## config.mk

```make
export PLATFORM = sky130hd
export DESIGN_NAME = multicycle_control_fsm
export DESIGN_NICKNAME = d
export VERILOG_FILES = /design/src/rtl/multicycle_control_fsm.sv
export SDC_FILE = /design/constraint.sdc
export NUM_CORES = 1
export LEC_CHECK = 0
export BUFFER_PORTS_ARGS = -buffer_cell sky130_fd_sc_hd__buf_2
export CAP_MARGIN = 5
export CORE_UTILIZATION = 35
export CTS_CLUSTER_DIAMETER = 80
export DETAILED_ROUTE_END_ITERATION = 12
export GPL_TIMING_DRIVEN = 0
export PLACE_DENSITY = 0.63
export SETUP_SLACK_MARGIN = 0.2
export SYNTH_ARGS = -nofsm -noshare
export SYNTH_HDL_FRONTEND = slang
export SYNTH_SLANG_ARGS = --single-unit
```

## constraint.sdc

```tcl
create_clock -name clk -period 2.3 [get_ports clk]
set_input_delay 0.46 -clock clk [delete_from_list [all_inputs] [get_ports clk]]
set_output_delay 0.46 -clock clk [all_outputs]
set_load 0.01 [all_outputs]
```

## src/rtl/multicycle_control_fsm.sv

```systemverilog
// Multicycle MIPS control unit: sequences fetch/decode/execute one state per clock
// and decodes every DataPath control input from the current state.
module multicycle_control_fsm #(
    parameter logic [5:0] OP_IN  = 6'h3E,
    parameter logic [5:0] OP_OUT = 6'h3F
) (
    input  logic       clk,
    input  logic       reset,
    input  logic [5:0] Op,
    input  logic [5:0] Funct,
    input  logic       Zero,
    output logic       PCWrite,
    output logic [1:0] PCSrc,
    output logic       RegWrite,
    output logic       IorD,
    output logic       MemWrite,
    output logic       IRWrite,
    output logic [1:0] RegDst,
    output logic       MemtoReg,
    output logic       ALUSrcA,
    output logic [1:0] gpio_i,
    output logic [1:0] ALUSrcB,
    output logic [2:0] ALUControl,
    output logic       final_en,
    output logic       illegal,
    output logic [3:0] state_o
);

    localparam logic [3:0] FETCH  = 4'd0;
    localparam logic [3:0] DECODE = 4'd1;
    localparam logic [3:0] MEMADR = 4'd2;
    localparam logic [3:0] MEMRD  = 4'd3;
    localparam logic [3:0] MEMWB  = 4'd4;
    localparam logic [3:0] MEMWR  = 4'd5;
    localparam logic [3:0] REXEC  = 4'd6;
    localparam logic [3:0] RWB    = 4'd7;
    localparam logic [3:0] IEXEC  = 4'd8;
    localparam logic [3:0] IWB    = 4'd9;
    localparam logic [3:0] BRANCH = 4'd10;
    localparam logic [3:0] JUMP   = 4'd11;
    localparam logic [3:0] JAL    = 4'd12;
    localparam logic [3:0] JALWB  = 4'd13;
    localparam logic [3:0] JR     = 4'd14;
    localparam logic [3:0] OUTWB  = 4'd15;

    localparam logic [2:0] ALU_AND = 3'b000;
    localparam logic [2:0] ALU_OR  = 3'b001;
    localparam logic [2:0] ALU_ADD = 3'b010;
    localparam logic [2:0] ALU_SUB = 3'b110;
    localparam logic [2:0] ALU_SLT = 3'b111;

    logic [3:0] state, next_state;

    always_ff @(posedge clk) begin
        if (reset) state <= FETCH;
        else       state <= next_state;
    end

    assign state_o = reset ? 4'd0 : state;

    // Decode is suppressed entirely while reset is high so no strobe can fire.
    always_comb begin
        next_state = FETCH;
        PCWrite    = 1'b0;
        PCSrc      = 2'd0;
        RegWrite   = 1'b0;
        IorD       = 1'b0;
        MemWrite   = 1'b0;
        IRWrite    = 1'b0;
        RegDst     = 2'd0;
        MemtoReg   = 1'b0;
        ALUSrcA    = 1'b0;
        gpio_i     = 2'd0;
        ALUSrcB    = 2'd0;
        ALUControl = ALU_AND;
        final_en   = 1'b0;
        illegal    = 1'b0;
        if (!reset) begin
            case (state)
                FETCH: begin
                    IRWrite = 1'b1; ALUSrcB = 2'd1; ALUControl = ALU_ADD;
                    PCWrite = 1'b1; next_state = DECODE;
                end
                DECODE: begin
                    ALUSrcB = 2'd3; gpio_i = 2'd1; ALUControl = ALU_ADD;
                    case (Op)
                        6'h23, 6'h2B: next_state = MEMADR;
                        6'h00: begin
                            if (Funct == 6'h08)
                                next_state = JR;
                            else if (Funct == 6'h20 || Funct == 6'h22 || Funct == 6'h24 ||
                                     Funct == 6'h25 || Funct == 6'h2A)
                                next_state = REXEC;
                            else
                                illegal = 1'b1;
                        end
                        6'h08, 6'h0D, 6'h0F, OP_IN, OP_OUT: next_state = IEXEC;
                        6'h04, 6'h05: next_state = BRANCH;
                        6'h02: next_state = JUMP;
                        6'h03: next_state = JAL;
                        default: illegal = 1'b1;
                    endcase
                end
                MEMADR: begin
                    ALUSrcA = 1'b1; ALUSrcB = 2'd2; gpio_i = 2'd1; ALUControl = ALU_ADD;
                    next_state = (Op == 6'h2B) ? MEMWR : MEMRD;
                end
                MEMRD: begin
                    IorD = 1'b1; next_state = MEMWB;
                end
                MEMWB: begin
                    MemtoReg = 1'b1; RegWrite = 1'b1;
                end
                MEMWR: begin
                    IorD = 1'b1; MemWrite = 1'b1;
                end
                REXEC: begin
                    ALUSrcA = 1'b1; next_state = RWB;
                    case (Funct)
                        6'h22:   ALUControl = ALU_SUB;
                        6'h24:   ALUControl = ALU_AND;
                        6'h25:   ALUControl = ALU_OR;
                        6'h2A:   ALUControl = ALU_SLT;
                        default: ALUControl = ALU_ADD;
                    endcase
                end
                RWB: begin
                    RegDst = 2'd1; RegWrite = 1'b1;
                end
                IEXEC: begin
                    ALUSrcA = 1'b1; ALUSrcB = 2'd2;
                    ALUControl = (Op == 6'h0D) ? ALU_OR : ALU_ADD;
                    // ori deliberately shares the sign-extended immediate path
                    if (Op == 6'h0F)        gpio_i = 2'd0;
                    else if (Op == OP_IN)   gpio_i = 2'd2;
                    else if (Op == OP_OUT)  gpio_i = 2'd3;
                    else                    gpio_i = 2'd1;
                    next_state = (Op == OP_OUT) ? OUTWB : IWB;
                end
                IWB: begin
                    RegWrite = 1'b1;
                end
                OUTWB: begin
                    final_en = 1'b1;
                end
                BRANCH: begin
                    ALUSrcA = 1'b1; ALUControl = ALU_SUB; PCSrc = 2'd1;
                    PCWrite = (Op == 6'h05) ? !Zero : Zero;
                end
                JUMP: begin
                    PCSrc = 2'd2; PCWrite = 1'b1;
                end
                JAL: begin
                    ALUSrcB = 2'd2; gpio_i = 2'd3; ALUControl = ALU_ADD;
                    PCSrc = 2'd2; PCWrite = 1'b1; next_state = JALWB;
                end
                JALWB: begin
                    RegDst = 2'd2; RegWrite = 1'b1;
                end
                JR: begin
                    ALUSrcA = 1'b1; ALUSrcB = 2'd2; gpio_i = 2'd3; ALUControl = ALU_ADD;
                    PCWrite = 1'b1;
                end
                default: next_state = FETCH;
            endcase
        end
    end

endmodule

```

# Yosys cells after proc, flatten, opt, wreduce, memory -nomap -nowiden
# Cells that the tools add are included.
# word_totals
regBits	4
out_inout_bits	24
input_bits	15
word_cells	97
# classes
eq_ne	32
muxes	44
reduce_logical	20
# ops
cell	n
6-bit == test (second input constant)	9
4-bit == test (second input constant)	8
4-bit one-hot mux with 7 select lines	1
6-bit by 4-bit == test with 1-bit output (second input constant)	4
3-bit one-hot mux with 4 select lines	2
4-bit one-hot mux with 6 select lines	1
1-bit two-way mux	20
4-bit by 3-bit == test with 1-bit output (second input constant)	4
2-bit two-way mux	8
5-bit OR reduction	3
6-bit by 2-bit == test with 1-bit output (second input constant)	2
6-bit by 3-bit == test with 1-bit output (second input constant)	2
3-bit two-way mux	4
2-bit one-hot mux with 3 select lines	2
2-bit OR reduction	6
4-bit OR reduction	3
11-bit OR reduction	1
4-bit by 2-bit == test with 1-bit output (second input constant)	2
4-bit two-way mux	2
2-bit one-hot mux with 2 select lines	2
6-bit zero test	1
4-bit by 1-bit == test with 1-bit output (second input constant)	1
4-bit zero test	1
1-bit logical OR	4
2 further kinds	3

# Depth between registers and ports, before layout
# Gate-level depths: netlist of run 1.
# logic_depth
ltp_word	10
mapped_depth	6
ltp_nobuf	5

# Least setup slack after synthesis of run 1
# Ideal clock, no wire load.
# synth_path
kind	in2out
startpoint	input Op[3]
endpoint	output PCWrite
t_arrival_ns	1.489
cell_stages	6
slack_ns	0.351
n_path_buf	1
required_time_ns	1.840
cell_sequence	buf_8 > nor3_2 > nand3_1 > xnor2_1 > a2111oi_0 > nor3_1
# synth_between
elab_chain_cells	4
# synth_lines
item	line	rtl
start, declared	9	input logic [5:0] Op,
6-bit by 3-bit == test with 1-bit output	148	PCWrite = (Op == 6'h05) ? !Zero : Zero;
1-bit two-way mux	148	
1-bit one-hot mux with 2 select lines	79	case (state)
1-bit two-way mux	78	if (!reset) begin
end, declared	12	output logic PCWrite,
# No other way between the ends.

# Final worst setup path of run 1
# layout_path
startpoint	input Op[5]
endpoint	output PCWrite
# The elaborated chain is that of the path after synthesis.

==> results of run 1 <==
## worst max-delay path, cell delays in order
cell and delay (ns):
buf_2 0.13, nor3_4 0.19, nand3_2 0.11, xnor2_2 0.16
a2111oi_2 0.31, nor3_1 0.09, buf_2 0.16
## cell families after synthesis
family / Yosys count / synth area share
and+or+nand+nor: 74 / 0.423
AOI/OAI and AO/OA: 43 / 0.306
buffers and inverters: 23 / 0.137
DFF: 4 / 0.0792
muxes: 3 / 0.0371
xor gates and xnor gates: 2 / 0.0173
## metal layers
layer | routed length [um] | up-vias | track usage
met5 | 0 | - | 0
met2 | 1550 | 60 | 0.346
met3 | 166 | 4 | 0.00698
met4 | 33 | 0 | 0.0643
li1 | - | 633 | -
met1 | 1420 | 619 | 0.254
## stage by stage
| step | power (mW) | hold WS (ns) | cells | instance area, um^2 | util |
|---|---|---|---|---|---|
| final | 0.329 | 0.626 | 218 | 1330 | 0.484 |
| after global routing | 0.352 | 0.678 | 218 | 1330 | 0.484 |
| after CTS | 0.320 | 0.636 | 216 | 1250 | 0.455 |
| after detailed placement | 0.232 | 0.654 | 213 | 1210 | 0.441 |
| after global placement | 0.230 | 0.649 | 213 | 1210 | 0.441 |
| after floorplan | 0.185 | 0.609 | 149 | 1010 | - |
## timing repair
item,CTS,global route
gates resized for setup,6,14
hold buffers,0,0
pin swaps,1,4
setup endpoints to repair,6,5
setup buffers,0,2
## cells in the mapped netlist (2+ instances only)
cell type and count:
a211oi_1 2, a21oi_1 6, a22oi_1 2, a31oi_1 4, and2_1 3, buf_2 3, buf_4 4, buf_6 3
clkbuf_1 2, dfxtp_1 4, inv_1 7, inv_2 2, mux2_2 2, nand2_1 11, nand2b_1 2, nand3_1 3
nor2_1 22, nor2b_1 2, nor3_1 10, nor3b_1 2, nor4_1 3, nor4_2 3, o211ai_1 2, o21ai_0 4
o21ai_1 2, o22ai_1 4, o31ai_1 2, xnor2_1 2
## area by class of cell
type | instances | share of cell area
Clock buffer | 3 | 0.0169
Buffer | 14 | 0.0826
Multi-Input combinational cell | 122 | 0.648
Tap cell | 31 | 0.0291
Inverter | 9 | 0.0253
Timing Repair Buffer | 35 | 0.135
Sequential cell | 4 | 0.0629
## power breakdown
part	internal (mW)	total (mW)	switching [mW]
Sequential	0.0711	0.0727	0.00162
Combinational	0.0714	0.174	0.102
Clock	0.0581	0.0825	0.0244
## worst max path at each step
stage / from / endpoint / slack (ns) / cells past startpoint
after floorplan: Op[3] / PCWrite / 0.35 / 6
after global placement: Op[3] / PCWrite / 0.14 / 7
after detailed placement: Op[3] / PCWrite / 0.13 / 7
after CTS: state[3]$_SDFF_PP0_ / PCWrite / 0.17 / 7
after global routing: state[3]$_SDFF_PP0_ / ALUControl[2] / 0.14 / 7
final: Op[5] / PCWrite / 0.23 / 7
==> metrics, run 1 <==
outcome=finished clean; Worst Tran Pin Value=0.507 ns; post-synth top area share=0.0817; hold worst-path end=state[3]$_SDFF_PP0_; synthesized flop and latch total=4; global-route usage over all layers=0.195; first-pass detailed-route iteration total=4; initial DRC count=46; final wirelength=3.17 mm; clk_lat worst skew=0.23 ns; FF-to-FF Start=state[1]$_SDFF_PP0_; Initial Util=0.367; CP Capture Type=primary output; vias in the first global route=1179; skew final=0.00182 ns; Seq/Total Area, Yosys=0.0792; DR WL/cell=14.5 um; Critical Path RT=1.84 ns; Setup CP Type=primary input to primary output; setup violators final=0; reg2reg path depth=5; unrepaired setup endpoints after global routing=yes; Regs by FF count=state: 4 flops; clk buf depth=2; FF-to-FF End=state[2]$_SDFF_PP0_; pin count of the biggest net entering global routing=11; multi-input logic area=865 um^2; Worst-path clk slew=0.04 ns; worst hold-check path type=flip-flop to flip-flop; IO Count=39; die area=3110 um^2; IR drop worst, VDD=0.130 mV; HP Start=state[0]$_SDFF_PP0_; detailed placer's ending HPWL=2.47 mm; first-pass GRT wire length=5.10 mm; TritonCTS clock tree=done; die width=55.7 um; Syn Inst Count=149; commonest non-fill, non-tap cell in the layout=buf_2; layout cell share with drive strength beyond 1=0.422; top area cells in the synthesized netlist=nor2_1, dfxtp_1, nor3_1; core area=2760 um^2; power per cell area=246 nW/um^2; Synth-to-Final Area Change=31.9%; setup_tns=0 ns; Synth Warn #=0; leak pwr=0.589 nW; number of max-cap violations=0; Clock Sink Count=4; max-slew violation count=0; # rows=19; Post-route DRC=0; final hold viol count=0; remaining antenna violation count after routing=0; Reg with most FFs=state; Via density=6.04; Syn Area/Cell=6.79 um^2; initial antenna violation count=0; number of synthesized flops with an enable pin=0; max reg flops=4; total grt overflow=0; Inserted Diodes=0; Inserted Clock Buffers=3; Worst setup SP type=primary input; placement-stage worst setup slack=0.130 ns; Final Cycle Share=0.901; max_slew headroom=0.662; most frequent cells in the layout=buf_2, nor2_1, nand2_1; crit path DAT=1.61 ns; fillers=289; number of I/O port buffers=33; R2R Setup Slk=0.96 ns; min cycle time layout=2.07 ns; register area=83.8 um^2; Most used DFF post-synth=dfxtp_1; Root Buffer=clkbuf_4; Net Count, Synth=164; vias=1316; area leader, netlist=nor2_1; crit-path max FO=3; ys async rst share=0; post-synth cell types=59; synthesized area=1010 um^2; post-route setup slack=0.229 ns; Hold Crit Depth=2; fin nets=204; htree depth=1; Die Ht=55.7 um; Placer Congestion=0.925; Max Freq=0.483 GHz
Power figures use the tool's default switching activity.
==> run 2: changes to the inputs <==
--- a/config.mk
+++ b/config.mk
@@ -6,12 +6,11 @@
 export NUM_CORES = 1
 export LEC_CHECK = 0
 export BUFFER_PORTS_ARGS = -buffer_cell sky130_fd_sc_hd__buf_2
-export CAP_MARGIN = 5
+export CAP_MARGIN = 25
 export CORE_UTILIZATION = 35
 export CTS_CLUSTER_DIAMETER = 80
 export DETAILED_ROUTE_END_ITERATION = 12
 export GPL_TIMING_DRIVEN = 0
-export PLACE_DENSITY = 0.63
 export SETUP_SLACK_MARGIN = 0.2
 export SYNTH_ARGS = -nofsm -noshare
 export SYNTH_HDL_FRONTEND = slang
==> run 2 against run 1 <==
  * Non-clock buffer count is 11 higher
  * Die area stayed put
  * Sequential share of layout area is 0.64 points lower
  * Combinational power is 11% higher
  * Largest power group unchanged
  * Register-to-register slack worse by 0.06 ns
  * Core utilization is 6.3 points higher
  * Via count is 2.3% higher
  * Cell count is 5.0% higher
  * First-iteration DRC count is 46% higher
  * Clock-buffer cell count stayed put
  * Fmax is 0.78% higher
==> metrics, run 2 (same netlist as run 1, synthesis figures left out) <==
Via density=5.88 (was 6.04); R2R Setup Slk=0.90 ns (was 0.96 ns); vias=1346 (was 1316); routed wl met3=206 um (was 166 um); Top Metal Used=met4 (unchanged); WP buf/inv=2 (unchanged); IR drop worst, VDD=0.196 mV (was 0.130 mV); max reg flops=4 (unchanged); remaining antenna violation count after routing=0 (unchanged); critical-path cell list=buf_8, nor2_4, nand2_1, a21oi_2, o21ai_2, nor4_2, buf_2 (was buf_2, nor3_4, nand3_2, xnor2_2, a2111oi_2, nor3_1, buf_2); Clock Sink Count=4 (unchanged); FF-to-FF Start=state[1]$_SDFF_PP0_ (unchanged); most frequent cells in the layout=buf_2, nor2_1, buf_4 (was buf_2, nor2_1, nand2_1); vias in the first global route=1126 (was 1179); setup violators final=0 (unchanged); Levels on crit path=7 (unchanged); CP Capture Type=primary output (unchanged); DR WL/cell=14.6 um (was 14.5 um); power per cell area=236 nW/um^2 (was 246 nW/um^2); die width=55.7 um (unchanged); core area=2760 um^2 (unchanged); clk buf depth=2 (unchanged); number of I/O port buffers=33 (unchanged); max incr delay on CP=0.33 ns (was 0.31 ns); max-slew violation count=0 (unchanged); min cycle time layout=2.06 ns (was 2.07 ns); global-route usage over all layers=0.202 (was 0.195); final wirelength=3.35 mm (was 3.17 mm); htree depth=1 (unchanged); total grt overflow=0 (unchanged); Inserted Clock Buffers=3 (unchanged); crit path DAT=1.60 ns (was 1.61 ns); Regs by FF count=state: 4 flops (unchanged); unrepaired setup endpoints after global routing=yes (unchanged); max_slew headroom=0.630 (was 0.662); largest delay contributor family on the critical path=simple AND/OR/NAND/NOR gates (unchanged); Critical Path RT=1.84 ns (about the same); Reg with most FFs=state (unchanged); IO Count=39 (unchanged); skew final=0.00529 ns (was 0.00182 ns); Design Area, Final=1510 um^2 (was 1330 um^2); initial DRC count=67 (was 46); Final Cycle Share=0.894 (was 0.901); Initial Util=0.367 (unchanged); Critical Path Start=state[3]$_SDFF_PP0_ (was Op[5]); Worst setup SP type=flip-flop (was primary input); Max Freq=0.487 GHz (was 0.483 GHz); CP endpoint=gpio_i[1] (was PCWrite); FF-to-FF End=state[1]$_SDFF_PP0_ (was state[2]$_SDFF_PP0_); reg2reg path depth=6 (was 5); Root Buffer=clkbuf_4 (unchanged); Placer Congestion=0.869 (was 0.925); crit-path max FO=5 (was 3); Setup CP Type=flip-flop to primary output (was primary input to primary output); first-pass GRT wire length=5.23 mm (was 5.10 mm); worst hold-check path type=primary input to flip-flop (was flip-flop to flip-flop); # rows=19 (unchanged); Worst Tran Pin Value=0.555 ns (was 0.507 ns); layout cell share with drive strength beyond 1=0.485 (was 0.422); final hold viol count=0 (unchanged); outcome=finished clean (unchanged); Die Ht=55.7 um (unchanged); number of max-cap violations=0 (unchanged); die area=3110 um^2 (unchanged); Synth-to-Final Area Change=49.0% (was 31.9%); met2 WL post-DR=1.61 mm (was 1.55 mm); commonest non-fill, non-tap cell in the layout=buf_2 (unchanged); clk_lat worst skew=0.24 ns (was 0.23 ns); CP max stage cell=dfxtp_2 (was a2111oi_2); Post-route DRC=0 (unchanged); detailed placer's ending HPWL=2.44 mm (was 2.47 mm); Worst-path clk slew=0.04 ns (about the same); Hold Crit Depth=3 (was 2); met1 WL=1.49 mm (was 1.42 mm); setup_tns=0 ns (unchanged); fin nets=215 (was 204); first-pass detailed-route iteration total=4 (unchanged); Inserted Diodes=0 (unchanged); leak pwr=0.670 nW (was 0.589 nW); pin count of the biggest net entering global routing=11 (unchanged); TritonCTS clock tree=done (unchanged); initial antenna violation count=0 (unchanged); DP Area=1210 um^2 (unchanged)
run 2: area by class of cell:
class	instances	area, um^2
Timing Repair Buffer	46	283
Buffer	14	133
Multi-Input combinational cell	122	898
Clock buffer	3	22.5
Fill cell	281	1250
Inverter	9	46.3
Tap cell	31	38.8
Sequential cell	4	85.1
run 2: worst register-to-register path: cells and delay by family, from the launching register on:
family | cells | cell delay [ns]
AND/OR/NAND/NOR | 3 | 0.40
AO/OA/AOI/OAI | 2 | 0.39
flip-flops | 1 | 0.29
buffers and inverters | 1 | 0.20
run 2: what timing repair did:
item	CTS	global route
cloned	0	1
hold buffers	0	0
pin swaps	2	13
setup buffers	1	11
endpoints found under the setup margin	6	9
gates resized for setup	12	31
run 2: worst min path at each step:
stage | start | to | slack [ns]
global placement | state[0]$_SDFF_PP0_ | state[3]$_SDFF_PP0_ | 0.68
floorplan | state[0]$_SDFF_PP0_ | state[3]$_SDFF_PP0_ | 0.61
CTS | state[0]$_SDFF_PP0_ | state[3]$_SDFF_PP0_ | 0.65
detailed placement | state[0]$_SDFF_PP0_ | state[3]$_SDFF_PP0_ | 0.69
finish | Op[4] | state[2]$_SDFF_PP0_ | 0.69
global route | Op[4] | state[2]$_SDFF_PP0_ | 0.70
run 2: through the flow:
step                      worst slack, ns  total power [mW]   util  hold WS (ns)  instances
final                               0.245             0.356  0.546         0.685        229
after global routing                0.131             0.381  0.546         0.700        229
after floorplan                     0.351             0.185      -         0.609        149
after detailed placement           0.0589             0.232  0.441         0.691        213
after global placement              0.121             0.230  0.441         0.677        213
after CTS                           0.160             0.334  0.466         0.652        217
run 2: layer usage:
metal | GRT usage | vias to the layer above
met5 | 0 | -
met4 | 0.0250 | 0
met3 | 0.0302 | 6
met2 | 0.341 | 57
met1 | 0.280 | 624
li1 | - | 659
run 2: power by group:
part	switching [mW]	internal, mW
clock	0.0301	0.0584
combinational	0.107	0.0867
sequential	0.00239	0.0711
total	0.140	0.216
==> run 3: changes to the inputs <==
--- a/config.mk
+++ b/config.mk
@@ -5,8 +5,9 @@
 export SDC_FILE = /design/constraint.sdc
 export NUM_CORES = 1
 export LEC_CHECK = 0
-export BUFFER_PORTS_ARGS = -buffer_cell sky130_fd_sc_hd__buf_2
+export BUFFER_PORTS_ARGS = -buffer_cell sky130_fd_sc_hd__buf_4
 export CAP_MARGIN = 25
+export CORE_MARGIN = 2
 export CORE_UTILIZATION = 35
 export CTS_CLUSTER_DIAMETER = 80
 export DETAILED_ROUTE_END_ITERATION = 12
==> run 3 against run 2 <==
  * First-iteration DRC count fell by 24%
  * Highest routed layer unchanged
  * Cell count fell by 4.8%
  * Core utilization fell by 2.6 points
==> metrics, run 3 (same netlist as run 1, synthesis figures left out) <==
Critical Path Start=state[3]$_SDFF_PP0_ (unchanged); Placer Congestion=0.881 (was 0.869); Root Buffer=clkbuf_4 (unchanged); Post-Layout Cell Count=218 (was 229); detailed placer's ending HPWL=2.56 mm (was 2.44 mm); Reg with most FFs=state (unchanged); final wirelength=3.42 mm (was 3.35 mm); initial DRC count=51 (was 67); Critical Path RT=1.84 ns (about the same); max_slew headroom=0.618 (was 0.630); min cycle time layout=2.10 ns (was 2.06 ns); IO Count=39 (unchanged); Post-route DRC=0 (unchanged); Regs by FF count=state: 4 flops (unchanged); Max Freq=0.477 GHz (was 0.487 GHz); HP Start=state[0]$_SDFF_PP0_ (was Op[4]); commonest non-fill, non-tap cell in the layout=buf_4 (was buf_2); placement-stage worst setup slack=0.0857 ns (was 0.0589 ns); core area=2760 um^2 (unchanged); Via density=6.00 (was 5.88); initial antenna violation count=0 (unchanged); IR drop worst, VDD=0.274 mV (was 0.196 mV); layout cell share with drive strength beyond 1=0.444 (was 0.485); worst hold-check path type=flip-flop to flip-flop (was primary input to flip-flop); CP max stage cell=dfxtp_2 (unchanged); global-route usage over all layers=0.207 (was 0.202); power share of the combinational group=0.539 (was 0.545); Hold Slack=0.642 ns (was 0.685 ns); DP Area=1300 um^2 (was 1210 um^2); unrepaired setup endpoints after global routing=yes (unchanged); clk_lat worst skew=0.23 ns (was 0.24 ns); Initial Util=0.367 (unchanged); clk buf depth=2 (unchanged); Internal=0.212 mW (was 0.216 mW); max-slew violation count=0 (unchanged); number of I/O port buffers=33 (unchanged); vias=1309 (was 1346); total grt overflow=0 (unchanged); Inserted Diodes=0 (unchanged); die width=57.7 um (was 55.7 um); skew final=0.000777 ns (was 0.00529 ns); final hold viol count=0 (unchanged); Psw=0.135 mW (was 0.140 mW); critical-path cell list=buf_6, inv_6, nand2_4, nor3b_4, a21oi_2, nor4_2, buf_4 (was buf_8, nor2_4, nand2_1, a21oi_2, o21ai_2, nor4_2, buf_2); max reg flops=4 (unchanged); Synth-to-Final Area Change=42.0% (was 49.0%); outcome=finished clean (unchanged); power per cell area=242 nW/um^2 (was 236 nW/um^2); CP Capture Type=primary output (unchanged); first-pass GRT wire length=5.62 mm (was 5.23 mm); remaining antenna violation count after routing=0 (unchanged); Design Area, Final=1440 um^2 (was 1510 um^2); clock power share=0.250 (was 0.249); max incr delay on CP=0.32 ns (was 0.33 ns); crit-path max FO=7 (was 5); Worst setup SP type=flip-flop (unchanged); hold worst-path end=state[3]$_SDFF_PP0_ (was state[2]$_SDFF_PP0_); switching part of the total power=0.389 (was 0.392); Die Ht=57.7 um (was 55.7 um); post-route setup slack=0.202 ns (was 0.245 ns); leak pwr=0.600 nW (was 0.670 nW); Worst Tran Pin Value=0.572 ns (was 0.555 ns); pin count of the biggest net entering global routing=11 (unchanged); Post-Place Cells=213 (unchanged); die area=3330 um^2 (was 3110 um^2); DR WL/cell=15.7 um (was 14.6 um); # rows=19 (unchanged); Reg power frac=0.212 (was 0.207); reg2reg path depth=6 (unchanged); most frequent cells in the layout=buf_4, nor2_1, nand2_1, nor3_1, inv_1 (was buf_2, nor2_1, buf_4); first-pass detailed-route iteration total=4 (unchanged); fin nets=204 (was 215); crit path DAT=1.64 ns (was 1.60 ns); TritonCTS clock tree=done (unchanged); R2R Setup Slk=0.93 ns (was 0.90 ns); setup violators final=0 (unchanged); htree depth=1 (unchanged); Hold Crit Depth=2 (was 3); Final Cycle Share=0.912 (was 0.894); Setup CP Type=flip-flop to primary output (unchanged); setup_tns=0 ns (unchanged); FF-to-FF End=state[1]$_SDFF_PP0_ (unchanged); Inserted Clock Buffers=3 (unchanged); number of max-cap violations=0 (unchanged); FF-to-FF Start=state[1]$_SDFF_PP0_ (unchanged); Clock Sink Count=4 (unchanged); Worst-path clk slew=0.04 ns (about the same); vias in the first global route=1201 (was 1126)
==> run 3: repair_timing <==
action / 4_1_cts / 5_1_grt
setup endpoints to repair: 6 / 9
endpoints found under the hold margin: 0 / 0
setup buffers: 0 / 1
gates resized for setup: 11 / 18
hold buffers: 0 / 0
pin swaps: 2 / 5
cloned: 0 / 1
==> run 3: per-layer routing <==
metal / part of all wire / global-route usage / vias up / wire (um)
met5: 0 / 0 / - / 0
met4: 0.0061 / 0.0266 / 0 / 21
met3: 0.064 / 0.0379 / 2 / 220
met2: 0.49 / 0.339 / 53 / 1660
met1: 0.44 / 0.289 / 625 / 1510
li1: - / - / 629 / -
==> run 3: power by group through the flow <==
stage / logic (mW) / registers, mW / clock network [mW]
after floorplan: 0.111 / 0.0741 / 0
after global placement: 0.167 / 0.0743 / 0
after detailed placement: 0.169 / 0.0744 / 0
after CTS: 0.176 / 0.0737 / 0.0905
after global routing: 0.202 / 0.0736 / 0.0968
final: 0.187 / 0.0735 / 0.0866
==> run 3: critical path, delay by kind of cell (launching register included) <==
family	cells	cell delay (ns)
compound gates	1	0.08
buf+inv	3	0.38
flops	1	0.32
simple gates	3	0.61
==> run 3: per-stage QoR <==
step,power (mW),utilization
floorplan,0.185,-
global placement,0.241,0.471
detailed placement,0.244,0.471
CTS,0.340,0.492
global route,0.373,0.520
finish,0.347,0.520
==> run 3: how the worst max path moves through the flow <==
stage	slack, ns	to	cells after the start
after floorplan	0.35	PCWrite	6
after global placement	0.11	PCWrite	7
after detailed placement	0.09	PCWrite	7
after CTS	0.19	PCWrite	7
after global routing	0.12	illegal	5
final	0.20	ALUControl[2]	7
==> run 3: area by class of cell <==
class	count	area [um^2]
fill	292	1320
multi-input combinational	122	876
timing repair buffer	35	260
buffer	14	114
sequential	4	85.1
inverter	9	38.8
tap	31	38.8
clock buffer	3	22.5
